## config.mk

```make
export PLATFORM = sky130hd
export DESIGN_NAME = serial_rx
export DESIGN_NICKNAME = d
export VERILOG_FILES = /design/src/rtl/serial_defs.sv /design/src/rtl/serial_rx_fifo.sv /design/src/rtl/serial_rx.sv
export SDC_FILE = /design/constraint.sdc
export NUM_CORES = 1
export LEC_CHECK = 0
export ABC_AREA = 1
export CAP_MARGIN = 5
export CELL_PAD_IN_SITES_DETAIL_PLACEMENT = 1
export CELL_PAD_IN_SITES_GLOBAL_PLACEMENT = 1
export CORE_ASPECT_RATIO = 1.4
export CORE_UTILIZATION = 25
export CTS_CLUSTER_DIAMETER = 200
export DETAILED_ROUTE_END_ITERATION = 8
export PLACE_DENSITY = 0.59
export SLEW_MARGIN = 20
export SYNTH_ARGS = -nofsm -noshare
export SYNTH_HDL_FRONTEND = slang
export SYNTH_SLANG_ARGS = --single-unit
```

## constraint.sdc

```tcl
create_clock -name clk -period 3.7 [get_ports clk]
set_clock_uncertainty 0.1 [all_clocks]
set_input_delay 0.925 -clock clk [delete_from_list [all_inputs] [get_ports clk]]
set_output_delay 0.925 -clock clk [all_outputs]
set_load 0.01 [all_outputs]
```

## src/rtl/serial_defs.sv

```systemverilog
// serial_defs: definitions shared by the serial receiver and its future
// transmit companion.
//   - frame state encodings (3-bit) and the receiver state enum
//   - SERIAL_DATA_BITS  : data bits per frame
//   - SERIAL_IDLE_LEVEL : line level when no frame is in flight
package serial_defs;

  localparam int unsigned SERIAL_DATA_BITS  = 8;
  localparam logic        SERIAL_IDLE_LEVEL = 1'b1;

  localparam logic [2:0] ST_IDLE      = 3'd0;
  localparam logic [2:0] ST_START     = 3'd1;
  localparam logic [2:0] ST_DATA      = 3'd2;
  localparam logic [2:0] ST_PARITY    = 3'd3;
  localparam logic [2:0] ST_STOP      = 3'd4;
  localparam logic [2:0] ST_WAIT_IDLE = 3'd5;

  typedef enum logic [2:0] {
    S_IDLE      = ST_IDLE,
    S_START     = ST_START,
    S_DATA      = ST_DATA,
    S_PARITY    = ST_PARITY,
    S_STOP      = ST_STOP,
    S_WAIT_IDLE = ST_WAIT_IDLE
  } rx_state_e;

endpackage

```

## src/rtl/serial_rx_fifo.sv

```systemverilog
// serial_rx_fifo: synchronous FIFO holding received bytes.
// Ports:
//   clk, rst    : clock, asynchronous active-high reset
//   push, data  : write request and payload (ignored when full)
//   pop         : read request (ignored when empty)
//   head        : registered head entry, meaningful while valid = 1
//   valid       : FIFO non-empty (registered)
//   full_c      : FIFO full, derived combinationally from the count register
//   count       : number of stored entries
module serial_rx_fifo #(
  parameter int unsigned DEPTH = 4,
  parameter int unsigned WIDTH = 8
) (
  input  logic                     clk,
  input  logic                     rst,
  input  logic                     push,
  input  logic [WIDTH-1:0]         data,
  input  logic                     pop,
  output logic [WIDTH-1:0]         head,
  output logic                     valid,
  output logic                     full_c,
  output logic [$clog2(DEPTH):0]   count
);

  localparam int unsigned PTR_W = $clog2(DEPTH);
  localparam int unsigned CNT_W = PTR_W + 1;

  logic [WIDTH-1:0] mem [DEPTH];
  logic [PTR_W-1:0] wr_ptr;
  logic [PTR_W-1:0] rd_ptr;
  logic [PTR_W-1:0] rd_next;
  logic [CNT_W-1:0] count_next;
  logic             push_ok;
  logic             pop_ok;

  // Fullness is judged on the registered count, before any same-cycle pop.
  assign full_c     = (count == CNT_W'(DEPTH));
  assign push_ok    = push && !full_c;
  assign pop_ok     = pop && valid;
  assign rd_next    = pop_ok ? rd_ptr + PTR_W'(1) : rd_ptr;
  assign count_next = count + CNT_W'(push_ok) - CNT_W'(pop_ok);

  // Storage array, no reset needed.
  always_ff @(posedge clk) begin
    if (push_ok) begin
      mem[wr_ptr] <= data;
    end
  end

  // Pointers, count and the registered head view.
  always_ff @(posedge clk or posedge rst) begin
    if (rst) begin
      wr_ptr <= '0;
      rd_ptr <= '0;
      count  <= '0;
      valid  <= 1'b0;
      head   <= '0;
    end else begin
      wr_ptr <= wr_ptr + PTR_W'(push_ok);
      rd_ptr <= rd_next;
      count  <= count_next;
      valid  <= (count_next != '0);
      // Bypass when the byte being written becomes the new head.
      if (push_ok && (wr_ptr == rd_next)) begin
        head <= data;
      end else begin
        head <= mem[rd_next];
      end
    end
  end

endmodule

```

## src/rtl/serial_rx.sv

```systemverilog
// serial_rx: bit-serial frame receiver with a byte FIFO and valid/ready output.
// Frame: start 0, 8 data bits LSB first, optional even parity bit, stop 1.
// Optional parity is enabled by defining SERIAL_RX_PARITY_EN.
// Ports:
//   clk         : clock, rising edge
//   reg_clear   : asynchronous active-high reset
//   line_in     : serial line, idle high
//   data_out    : byte at the FIFO head
//   data_valid  : FIFO non-empty
//   data_ready  : consumer accepts the head byte
//   frame_err   : one-cycle pulse, stop bit sampled low
//   parity_err  : one-cycle pulse, parity mismatch (0 without parity)
//   overflow    : one-cycle pulse, good byte dropped on a full FIFO
//   busy        : receiver not idle
//   fifo_count  : FIFO occupancy
module serial_rx
  import serial_defs::*;
#(
  parameter int unsigned CLKS_PER_BIT = 16,
  parameter int unsigned FIFO_DEPTH   = 4
) (
  input  logic                          clk,
  input  logic                          reg_clear,
  input  logic                          line_in,
  output logic [SERIAL_DATA_BITS-1:0]   data_out,
  output logic                          data_valid,
  input  logic                          data_ready,
  output logic                          frame_err,
  output logic                          parity_err,
  output logic                          overflow,
  output logic                          busy,
  output logic [$clog2(FIFO_DEPTH):0]   fifo_count
);

  localparam int unsigned CNT_W = $clog2(CLKS_PER_BIT);
  localparam int unsigned BIT_W = $clog2(SERIAL_DATA_BITS);
  localparam logic [CNT_W-1:0] HALF_LOAD = CNT_W'(CLKS_PER_BIT / 2 - 1);
  localparam logic [CNT_W-1:0] FULL_LOAD = CNT_W'(CLKS_PER_BIT - 1);
  localparam logic [BIT_W-1:0] LAST_BIT  = BIT_W'(SERIAL_DATA_BITS - 1);

  // Synchronizer and edge detection.
  logic sync_meta;
  logic line;
  logic line_prev;
  logic fall_c;

  rx_state_e                   state;
  rx_state_e                   state_next;
  logic [CNT_W-1:0]            cnt;
  logic [CNT_W-1:0]            cnt_next;
  logic                        cnt_zero;
  logic [BIT_W-1:0]            bit_idx;
  logic [BIT_W-1:0]            bit_next;
  logic [SERIAL_DATA_BITS-1:0] shift;
  logic [SERIAL_DATA_BITS-1:0] shift_next;
  logic                        frame_err_next;
  logic                        overflow_next;
  logic                        busy_next;
  logic                        par_bad;
`ifdef SERIAL_RX_PARITY_EN
  logic                        par_bad_next;
  logic                        parity_err_next;
`endif

  logic                        push_c;
  logic                        fifo_full_c;

  // Two-flop synchronizer plus one history flop; idles at the line idle level.
  always_ff @(posedge clk or posedge reg_clear) begin
    if (reg_clear) begin
      sync_meta <= SERIAL_IDLE_LEVEL;
      line      <= SERIAL_IDLE_LEVEL;
      line_prev <= SERIAL_IDLE_LEVEL;
    end else begin
      sync_meta <= line_in;
      line      <= sync_meta;
      line_prev <= line;
    end
  end

  assign fall_c   = (line_prev == SERIAL_IDLE_LEVEL) && (line != SERIAL_IDLE_LEVEL);
  assign cnt_zero = (cnt == '0);

  // Next-state and registered-output logic for the frame FSM.
  always_comb begin
    state_next     = state;
    cnt_next       = cnt;
    bit_next       = bit_idx;
    shift_next     = shift;
    frame_err_next = 1'b0;
    overflow_next  = 1'b0;
    push_c         = 1'b0;
`ifdef SERIAL_RX_PARITY_EN
    par_bad_next    = par_bad;
    parity_err_next = 1'b0;
`endif

    unique case (state)
      S_IDLE: begin
        if (fall_c) begin
          state_next = S_START;
          cnt_next   = HALF_LOAD;
        end
      end

      S_START: begin
        if (!cnt_zero) begin
          cnt_next = cnt - CNT_W'(1);
        end else if (line != SERIAL_IDLE_LEVEL) begin
          state_next = S_DATA;
          cnt_next   = FULL_LOAD;
          bit_next   = '0;
`ifdef SERIAL_RX_PARITY_EN
          par_bad_next = 1'b0;
`endif
        end else begin
          // False start: line back high at mid start bit.
          state_next = S_IDLE;
        end
      end

      S_DATA: begin
        if (!cnt_zero) begin
          cnt_next = cnt - CNT_W'(1);
        end else begin
          shift_next = {line, shift[SERIAL_DATA_BITS-1:1]};
          cnt_next   = FULL_LOAD;
          if (bit_idx == LAST_BIT) begin
`ifdef SERIAL_RX_PARITY_EN
            state_next = S_PARITY;
`else
            state_next = S_STOP;
`endif
          end else begin
            bit_next = bit_idx + BIT_W'(1);
          end
        end
      end

`ifdef SERIAL_RX_PARITY_EN
      S_PARITY: begin
        if (!cnt_zero) begin
          cnt_next = cnt - CNT_W'(1);
        end else begin
          // Even parity: the parity bit equals the XOR of the data bits.
          par_bad_next = line ^ (^shift);
          cnt_next     = FULL_LOAD;
          state_next   = S_STOP;
        end
      end
`endif

      S_STOP: begin
        if (!cnt_zero) begin
          cnt_next = cnt - CNT_W'(1);
        end else begin
`ifdef SERIAL_RX_PARITY_EN
          parity_err_next = par_bad;
`endif
          if (line == SERIAL_IDLE_LEVEL) begin
            if (!par_bad) begin
              if (fifo_full_c) begin
                overflow_next = 1'b1;
              end else begin
                push_c = 1'b1;
              end
            end
            state_next = S_IDLE;
          end else begin
            // Stop bit low: hold off until the line idles so a break is not
            // taken as a train of frames.
            frame_err_next = 1'b1;
            state_next     = S_WAIT_IDLE;
          end
        end
      end

      S_WAIT_IDLE: begin
        if (line == SERIAL_IDLE_LEVEL) begin
          state_next = S_IDLE;
        end
      end

      default: begin
        state_next = S_IDLE;
      end
    endcase

    busy_next = (state_next != S_IDLE);
  end

  // FSM state and registered outputs.
  always_ff @(posedge clk or posedge reg_clear) begin
    if (reg_clear) begin
      state     <= S_IDLE;
      cnt       <= '0;
      bit_idx   <= '0;
      shift     <= '0;
      frame_err <= 1'b0;
      overflow  <= 1'b0;
      busy      <= 1'b0;
    end else begin
      state     <= state_next;
      cnt       <= cnt_next;
      bit_idx   <= bit_next;
      shift     <= shift_next;
      frame_err <= frame_err_next;
      overflow  <= overflow_next;
      busy      <= busy_next;
    end
  end

`ifdef SERIAL_RX_PARITY_EN
  // Parity check result and its error pulse.
  always_ff @(posedge clk or posedge reg_clear) begin
    if (reg_clear) begin
      par_bad    <= 1'b0;
      parity_err <= 1'b0;
    end else begin
      par_bad    <= par_bad_next;
      parity_err <= parity_err_next;
    end
  end
`else
  assign par_bad    = 1'b0;
  assign parity_err = 1'b0;
`endif

  // Received-byte queue; pops only when non-empty.
  serial_rx_fifo #(
    .DEPTH (FIFO_DEPTH),
    .WIDTH (SERIAL_DATA_BITS)
  ) u_fifo (
    .clk    (clk),
    .rst    (reg_clear),
    .push   (push_c),
    .data   (shift),
    .pop    (data_ready),
    .head   (data_out),
    .valid  (data_valid),
    .full_c (fifo_full_c),
    .count  (fifo_count)
  );

endmodule

```

### Yosys cells after proc, flatten, opt, wreduce, memory -nomap -nowiden

Memory sizes are Yosys's and may differ from the RTL's. A register that Yosys moved wholly into a read port is not among the register bits.
Index checks and enable logic that the tools add are counted.

* add/subtract/negate cells: 6
* equality and inequality tests: 13
* mux-type cells: 34
* bitwise operators: 1
* reduce and logical (&&, ||, !) cells: 13

Operators by type and width (count)
* two-way mux 3 bit: 11
* two-way mux 4 bit: 5
* one-hot mux 4 bit (4 select lines): 1
* one-hot mux 3 bit (5 select lines): 1
* two-way mux 1 bit: 13
* == test 3 bit (second input constant): 4
* inequality test 2 bit (second input constant): 6
* one-hot mux 3 bit (2 select lines): 1
* nonzero test 3 bit: 2
* AND reduction 5 bit: 1
* logical NOT 4 bit: 1
* two-way mux 2 bit: 2
* AND reduction 4 bit: 1
* nonzero test 4 bit: 1
* subtractor 4 x 1 -> 4 bit (second input constant): 1
* adder 3 x 1 -> 3 bit: 1
* adder 3 x 1 -> 3 bit (second input constant): 1
* == test 3 x 1 -> 1 bit (second input constant): 1
* == test 3 x 2 -> 1 bit (second input constant): 1
* logical AND 1 bit: 3
* logical NOT 3 bit: 1
* inequality test 3 bit (second input constant): 1
* subtractor 3 x 1 -> 3 bit: 1
* adder 2 x 1 -> 2 bit: 1
* other kinds (5): 5

* register bits: 32
* memory bits (writable): 32
* bits of input ports: 4
* word-level logic and storage cells: 82
* memories kept: 1

Memories
* u_fifo.mem: words 4, width 8, read ports 1, clocked after Yosys merged registers in 1, write ports 1, RTL line serial_rx_fifo.sv:28 `logic [WIDTH-1:0] mem [DEPTH];`

### Depth between registers and ports, before layout

Gate-level depths: netlist of the first run.

* word-level depth: 9
* gate-level depth with buffers: 12
* gate-level depth less buffers: 12

### Modules after synthesis

A second synthesis of the first run with hierarchy kept.

* cells, all modules: 345
* area total of the unflattened synthesis: 3395.8 um^2

By module, submodules not included
* serial_rx_fifo: instances 1, cells an instance 196, area an instance 2202.1 um^2, sequential area each 1361.3 um^2
* serial_rx: instances 1, cells an instance 149, area an instance 1193.6 um^2, sequential area each 604.3 um^2

### Worst setup path before layout of the first run

OpenSTA, ideal clock, no wires.

* path type: input to register
* from: input data_ready
* to: register u_fifo.valid
* library setup time: 0.065 ns
* arrival: 2.174 ns
* setup slack: 1.361 ns
* stages: 10
* buffers on the path: 0
* cells stage by stage: nand2_2 > inv_1 > ha_1 > inv_1 > ha_1 > fa_1 > inv_1 > xor2_1 > inv_1 > nand2_1

* longest elaborated chain between the ends: 3

RTL lines
* start, declared: RTL line serial_rx.sv:27 `input logic data_ready,`
* logical AND 1 bit: RTL line serial_rx_fifo.sv:39 `assign pop_ok = pop && valid;`
* subtractor 3 x 1 -> 3 bit: RTL line serial_rx_fifo.sv:41 `assign count_next = count + CNT_W'(push_ok) - CNT_W'(pop_ok);`
* via u_fifo.count_next[2]: RTL line serial_rx_fifo.sv:32 `logic [CNT_W-1:0] count_next;`
* nonzero test 3 bit: RTL line serial_rx_fifo.sv:62 `valid <= (count_next != '0);`
* end signal, assigned: RTL line serial_rx_fifo.sv:62
* end, declared: RTL line serial_rx_fifo.sv:20 `output logic valid,`

The timed path passes the listed nets, and every way through them passes these cells.
A chain may end at the register's enable or synchronous reset.

### Worst setup path in the final report of the first run

Same ends and word-level chain as after synthesis.

==> reports/summary.txt, run 1 <==
status = finished clean
critical path fanouts, max = 4
Synth Cell Area = 3381 um2
maxcap violations = 0
cell count after synthesis = 336
Net Count, Synth = 347
vias per inst = 4.213
TritonCTS buffer count = 9
Max stage delay on crit path = 0.48 ns
Unique masters post-synth = 32
Syn Area/Cell = 10.06 um2
Final nets = 377
final worst slack = 1.015 ns
clock sinks = 72
Iteration-0 DRC Markers = 97
FFs w/ async S/R, synth = 0.5556
Power Density = 697.1 nW/um2
root buf cell = clkbuf_16
CP max stage cell = clkdlybuf4s50_1
largest net degree at the start of global routing = 25
Startpoint Class = primary input
CTS tree = yes
worst setup path class = primary input to register
synth warn = 0
htree depth = 3
CP bufs+invs = 5
Required @ worst endpoint = 3.87 ns
hold_buf cts = 0
dpl ws = 0.6548 ns
worst skew pair latency = 0.33 ns
area added between synthesis and finish = 20.91%
average wire per standard cell = 12.97 um
Die Wd = 100.3 um
Final Critical Period = 2.685 ns
Routed Antenna Nets = 0
Clock Path Buffers = 2
diode count = 0
CP cell instances = clkdlybuf4s50_1 > nand2_2 > inv_1 > ha_1 > inv_1 > ha_1 > fa_1 > inv_1 > xor2_1 > inv_1 > nand2_1
post-layout util = 0.3145
Max-slew headroom = 0.4155
Post-CTS Resized = 0
via count = 2313
Main synth FF type = dfrtp_1
worst hold path type = register to register
placed cell area = 3789 um2
crit share post-route = 0.7256
total gr overflow = 0
# IOs = 20
Setup Fix Bufs, Post-CTS = 0
P_leak = 1.934 nW
drt total wl = 7.119 mm
Most common cell on crit path = inv_1
Worst-path clk slew = 0.06 ns
CP Data Arrival Time = 2.86 ns
Slew @ Worst Pin = 0.8713 ns
f_max = 372.5 MHz
Top Family by Delay on Critical Path = adder cells
max-slew violation count = 0
full die area = 14000 um2
layout cells sized above 1 = 0.1402
initial antenna violation count = 0
flops & latches, synth = 72
GRT Total Usage = 0.1151
# rows = 49
port bufs = 18
design area = 4088 um2
core area = 13000 um2
setup TNS = 0 ns
hpwl dp = 5.224 mm
first-pass GRT wire length = 12.34 mm
Residual DRC = 0
RSZ-0062 raised after global routing = no
reg2reg setup slack = 1.44 ns
CP Capture Type = register
VDD IR max = 0.2873 mV
Die H = 139.6 um
Fin. Hold Viols = 0
Starting Density = 0.2601
Final setup viols = 0
number of global-route vias before repair = 2549
Placer Congestion = 0.7612
Post-synth EDFFs = 32
Seq/Total Area, Yosys = 0.5814
DRT Pass-1 Iters = 6
final timing paths:
kind	startpoint	to	cells past startpoint
max reg2reg	cnt[0]	u_fifo.valid	12
max	data_ready	u_fifo.valid	11
min reg2reg	sync_meta	line	0
max in group asynchronous	reg_clear	line_prev	3
min in group asynchronous	reg_clear	bit_idx[2]	2
min	sync_meta	line	0
state kept, by name (all words and copies together), names as in the netlist, 2 cells and up:
signal         flops
u_fifo.count       3
bit_idx            3
u_fifo.mem        32
shift              8
u_fifo.rd_ptr      2
cnt                4
state              3
u_fifo.head        8
u_fifo.wr_ptr      2
synth_stat cells (4+ instances only):
cell / count / area share
dfrtp_1: 37 / 0.27
edfxtp_1: 32 / 0.28
ha_1: 6 / 0.022
inv_1: 47 / 0.052
inv_2: 4 / 0.0044
nand2_1: 91 / 0.10
nand2_4: 8 / 0.027
nand3_1: 35 / 0.052
nand3b_1: 18 / 0.040
nand4_1: 5 / 0.0093
nor2_1: 8 / 0.0089
nor3_1: 5 / 0.0074
o21ai_0: 5 / 0.0074
xor2_1: 4 / 0.010
kinds of logic (layout without fill, tap and decap cells):
group,Yosys count,count (layout),synth area share
compound gates,11,11,0.01739
other cells,1,1,0.001109
buf+inv,58,93,0.07291
fa+ha+maj,7,7,0.02813
flops,72,72,0.5814
simple gates,183,183,0.2887
xor+xnor,4,4,0.01036
placed cells by master, fill, tap and decap left out, types with 6 or more instances in the layout:
cell type        count
ha_1                 6
dfrtp_1             37
nor2_1               8
clkbuf_16            9
clkdlybuf4s50_1     18
buf_4                6
nand2_4              8
nand2_1             91
edfxtp_1            32
nand3_1             35
inv_1               46
nand3b_1            18
per-stage QoR:
step,hold WS (ns),total power [mW],cells
floorplan,0.2452,1.715,336
global placement,0.2466,1.985,533
detailed placement,0.2484,2.012,533
CTS,0.2569,2.903,549
global route,0.2592,3.048,549
finish,0.2555,2.849,549
where the power goes:
group / switching (mW) / internal (mW) / total, mW / leakage, nW
combinational: 0.584 / 0.356 / 0.940 / 0.985
sequential: 0.0880 / 0.952 / 1.04 / 0.804
clock: 0.330 / 0.540 / 0.870 / 0.146
cell type report:
type	count	area (um2)
sequential	72	1966
inverter	53	206.4
clock buffer	11	242.7
fill	1512	8910
timing repair buffer	24	225.2
multi-input combinational	206	1169
clock inverter	5	56.30
tap	178	222.7
metal layers:
metal  track usage  wire, um  part of all wire
met3       0.02762       166             0.023
met2        0.2033      3857              0.54
met4       0.05950       171             0.024
met5             0         0                 0
met1        0.1258      2923              0.41
(Power assumes the default switching activity.)
==> inputs of run 2 (changes only) <==
==> constraint.sdc (replaced) <==
create_clock -name clk -period 2.6 [get_ports clk]
set_clock_uncertainty 0.1 [all_clocks]
set_input_delay 0.65 -clock clk [delete_from_list [all_inputs] [get_ports clk]]
set_output_delay 0.65 -clock clk [all_outputs]
set_load 0.01 [all_outputs]
==> reports/summary.txt, run 2 (synthesized netlist as in run 1, its figures left out) <==
status = finished clean
hpwl dp = 5.159 mm
Slew @ Worst Pin = 0.5286 ns
VDD IR max = 0.3726 mV
Starting Density = 0.2601
Post-CTS Resized = 0
Largest Register = u_fifo.mem
worst hold path type = register to register
Power Density = 980.5 nW/um2
Switching Power = 1.411 mW
area added between synthesis and finish = 21.47%
combinational share of power = 0.338
commonest cells after routing, fill and taps aside = 91 x nand2_1, 46 x inv_1, 37 x dfrtp_1
hold depth = 0
Flop pwr share = 0.367
r2r startpoint = cnt[0]
Startpoint Class = primary input
reg2reg setup slack = 0.33 ns
number of global-route vias before repair = 2474
DRT Pass-1 Iters = 4
worst setup path class = primary input to register
drt total wl = 7.066 mm
reg2reg end = u_fifo.valid
vias per inst = 4.171
worst skew pair latency = 0.33 ns
total gr overflow = 0
Worst-path clk slew = 0.06 ns
core area = 13000 um2
crit share post-route = 0.8873
hold_buf cts = 0
f_max = 433.5 MHz
Fin. Hold Viols = 0
dpl ws = -0.07672 ns
largest net degree at the start of global routing = 41
initial antenna violation count = 0
cells on worst reg2reg path = 12
Clock Path Buffers = 2
full die area = 14000 um2
Final nets = 382
Residual DRC = 0
Largest register FFs = 32
Max-slew headroom = 0.6476
Final Critical Period = 2.307 ns
# rows = 49
CTS tree = yes
Final setup viols = 0
placed insts = 538
average wire per standard cell = 12.75 um
CP Capture Type = register
TritonCTS buffer count = 9
Routed Antenna Nets = 0
port bufs = 18
via count = 2311
P_leak = 1.944 nW
Placer Congestion = 0.7560
Setup Fix Bufs, Post-CTS = 0
layout cells sized above 1 = 0.1436
GRT Total Usage = 0.1139
clock sinks = 72
Die H = 139.6 um
maxcap violations = 0
Required @ worst endpoint = 2.77 ns
Die Wd = 100.3 um
root buf cell = clkbuf_16
first-pass GRT wire length = 12.15 mm
final worst slack = 0.2930 ns
Hold EP = line
CP Data Arrival Time = 2.48 ns
most common cell after layout, fill and taps aside = nand2_1
Iteration-0 DRC Markers = 95
Hold Path Origin = sync_meta
# IOs = 20
Tot Pwr = 4.027 mW
Clock Power Share = 0.295
htree depth = 3
Power Internal = 2.615 mW
diode count = 0
max-slew violation count = 0
final std cells w/o fill = 554
critical path fanouts, max = 2
RSZ-0062 raised after global routing = no
Sw Share = 0.3505
top flop regs = u_fifo.mem x32, shift x8, u_fifo.head x8
==> run 2: stage by stage <==
step,util,hold WS [ns],cell area (um2),TNS [ns]
global route,0.3159,0.2615,4106,0
CTS,0.3159,0.2609,4106,0
finish,0.3159,0.2578,4106,0
global placement,0.2944,0.2473,3826,0
detailed placement,0.2944,0.2526,3826,-0.07672
floorplan,-,0.2452,3381,0
==> run 2: power groups by stage <==
stage	logic, mW	clock network [mW]	registers, mW
2_1_floorplan	0.912	0	1.52
3_3_place_gp	1.34	0	1.50
3_5_place_dp	1.39	0	1.50
4_1_cts	1.40	1.22	1.48
5_1_grt	1.56	1.26	1.50
6_report	1.36	1.19	1.48
==> run 2: worst max-delay path by stage <==
stage / startpoint / end / slack (ns) / cells past startpoint
floorplan: cnt[0] / u_fifo.mem[0][0] / 0.46 / 6
global placement: data_ready / u_fifo.valid / 0.05 / 11
detailed placement: data_ready / u_fifo.valid / -0.08 / 11
CTS: data_ready / u_fifo.valid / 0.28 / 11
global route: cnt[0] / u_fifo.valid / 0.18 / 10
finish: data_ready / u_fifo.valid / 0.29 / 11
==> run 2: cell type report <==
cell class                 instances  area [um2]
fill                            1525        8891
sequential                        72        1966
multi-input combinational        206        1169
timing repair buffer              29       262.8
clock buffer                      11       232.7
tap                              178       222.7
inverter                          53       206.4
clock inverter                     5       47.55
==> run 2: per-layer routing <==
metal / wire length, um / GRT usage / up-vias / part of all wire
met1: 2813 / 0.1244 / 1112 / 0.40
met3: 161 / 0.02411 / 15 / 0.023
met5: 0 / 0 / - / 0
met4: 169 / 0.05645 / 0 / 0.024
li1: - / - / 1153 / -
met2: 3921 / 0.2048 / 31 / 0.55
==> run 2: critical path, cell delays in order <==
cell and delay (ns):
clkdlybuf4s50_1 0.43, nand2_2 0.08, inv_1 0.04, ha_1 0.26, inv_1 0.04, ha_1 0.20
fa_1 0.36, inv_1 0.08, xor2_1 0.20, inv_1 0.07, nand2_1 0.07
==> inputs of run 3 (changes only) <==
--- a/config.mk
+++ b/config.mk
@@ -9,9 +9,9 @@
 export CAP_MARGIN = 5
 export CELL_PAD_IN_SITES_DETAIL_PLACEMENT = 1
 export CELL_PAD_IN_SITES_GLOBAL_PLACEMENT = 1
-export CORE_ASPECT_RATIO = 1.4
 export CORE_UTILIZATION = 25
 export CTS_CLUSTER_DIAMETER = 200
+export CTS_CLUSTER_SIZE = 25
 export DETAILED_ROUTE_END_ITERATION = 8
 export PLACE_DENSITY = 0.59
 export SLEW_MARGIN = 20
==> reports/summary.txt, run 3 (synthesized netlist as in run 1, its figures left out) <==
r2r startpoint = cnt[0]
f_max = 443.6 MHz
reg2reg setup slack = 0.35 ns
maxcap violations = 0
layout cells sized above 1 = 0.1471
crit share post-route = 0.8671
average wire per standard cell = 13.06 um
Fin. Hold Viols = 0
hpwl dp = 5.170 mm
port bufs = 18
DRT Pass-1 Iters = 4
cells on worst reg2reg path = 10
design area = 4119 um2
CP Capture Type = register
diode count = 0
root buf cell = clkbuf_16
register area = 1966 um2
Clock Path Buffers = 2
P_leak = 1.943 nW
htree depth = 3
worst skew pair latency = 0.34 ns
max-slew violation count = 0
Required @ worst endpoint = 2.73 ns
Final Critical Period = 2.254 ns
worst hold path type = register to register
Die H = 118.3 um
Top Family by Delay on Critical Path = adder cells
clock sinks = 72
CP bufs+invs = 2
VDD IR max = 0.3260 mV
CP max stage cell = fa_1
first-pass GRT wire length = 12.77 mm
status = finished clean
# IOs = 20
Hold Path Origin = sync_meta
Final setup viols = 0
TritonCTS buffer count = 9
most common cell after layout, fill and taps aside = nand2_1
number of global-route vias before repair = 2539
Final nets = 380
hold_buf cts = 0
area added between synthesis and finish = 21.84%
total gr overflow = 0
reg2reg end = u_fifo.valid
Tot Pwr = 4.054 mW
Max stage delay on crit path = 0.43 ns
full die area = 13990 um2
largest net degree at the start of global routing = 24
Power Density = 984.2 nW/um2
CP Data Arrival Time = 2.39 ns
Startpoint Class = register
multi-input logic area = 1169 um2
Routed Antenna Nets = 0
GRT Total Usage = 0.1176
Setup Fix Bufs, Post-CTS = 0
hold depth = 0
final worst slack = 0.3456 ns
critical path fanouts, max = 6
Residual DRC = 0
CTS tree = yes
FILL cells = 1483
Starting Density = 0.2563
Worst-path clk slew = 0.06 ns
worst setup path class = register to register
Iteration-0 DRC Markers = 75
via count = 2290
initial antenna violation count = 0
core area = 13190 um2
drt total wl = 7.182 mm
Placer Congestion = 0.7831
Hold WS = 0.2546 ns
Post-CTS Resized = 0
RSZ-0062 raised after global routing = no
dpl ws = -0.03117 ns
# rows = 42
placed cell area = 3821 um2
Slew @ Worst Pin = 0.7249 ns
Largest register FFs = 32
Hold EP = line
vias per inst = 4.164
CP cell instances = inv_1 > ha_1 > nand3_4 > nor2_8 > nand2_4 > inv_1 > ha_1 > fa_1 > nor2_1 > nand2_1
commonest cells after routing, fill and taps aside = 91 x nand2_1, 46 x inv_1, 37 x dfrtp_1
Max-slew headroom = 0.5137
Largest Register = u_fifo.mem
top flop regs = u_fifo.mem x32, shift x8, u_fifo.head x8
Die Wd = 118.3 um
[run 3: cell count changes in the layout (fill, tap and decap cells not counted)]
cell	previous run	this run
inv_6	0	1
buf_12	0	1
clkinvlp_4	0	1
clkinv_1	3	1
buf_4	11	8
clkinv_4	1	3
clkinv_2	2	1
clkbuf_1	2	1
[run 3: metrics by stage]
stage	setup TNS, ns	util	std cells
floorplan	0	-	336
global placement	0	0.2897	534
detailed placement	-0.03117	0.2897	534
CTS	0	0.3123	550
global route	0	0.3123	550
finish	0	0.3123	550
[run 3: worst max path at each step]
| stage | cells past startpoint | slack (ns) | end | start |
|---|---|---|---|---|
| 3_5_place_dp | 11 | -0.03 | u_fifo.valid | data_ready |
| 4_1_cts | 10 | 0.32 | u_fifo.valid | cnt[0] |
| 2_1_floorplan | 6 | 0.46 | u_fifo.mem[0][0] | cnt[0] |
| 6_report | 10 | 0.35 | u_fifo.valid | cnt[0] |
| 3_3_place_gp | 11 | 0.06 | u_fifo.valid | data_ready |
| 5_1_grt | 11 | 0.24 | u_fifo.valid | data_ready |
[run 3: layout make-up]
cell class	instances	share of cell area
flip-flops and latches	72	0.4772
multi-input cells	206	0.2837
repair buffers	27	0.06318
clock buffers	10	0.05559
well taps	176	0.05346
inverters	53	0.05012
clock inverters	6	0.01671
[run 3: layer usage]
metal	wire length (um)	track usage	vias up
met5	0	0	-
met4	127	0.05048	0
met1	3351	0.1405	1112
li1	-	-	1146
met2	3499	0.1949	20
met3	203	0.03620	12
[run 3: where the power goes]
group	total, mW	internal, mW	switching (mW)
registers	1.48	1.35	0.124
logic	1.33	0.513	0.819
clock network	1.24	0.748	0.497
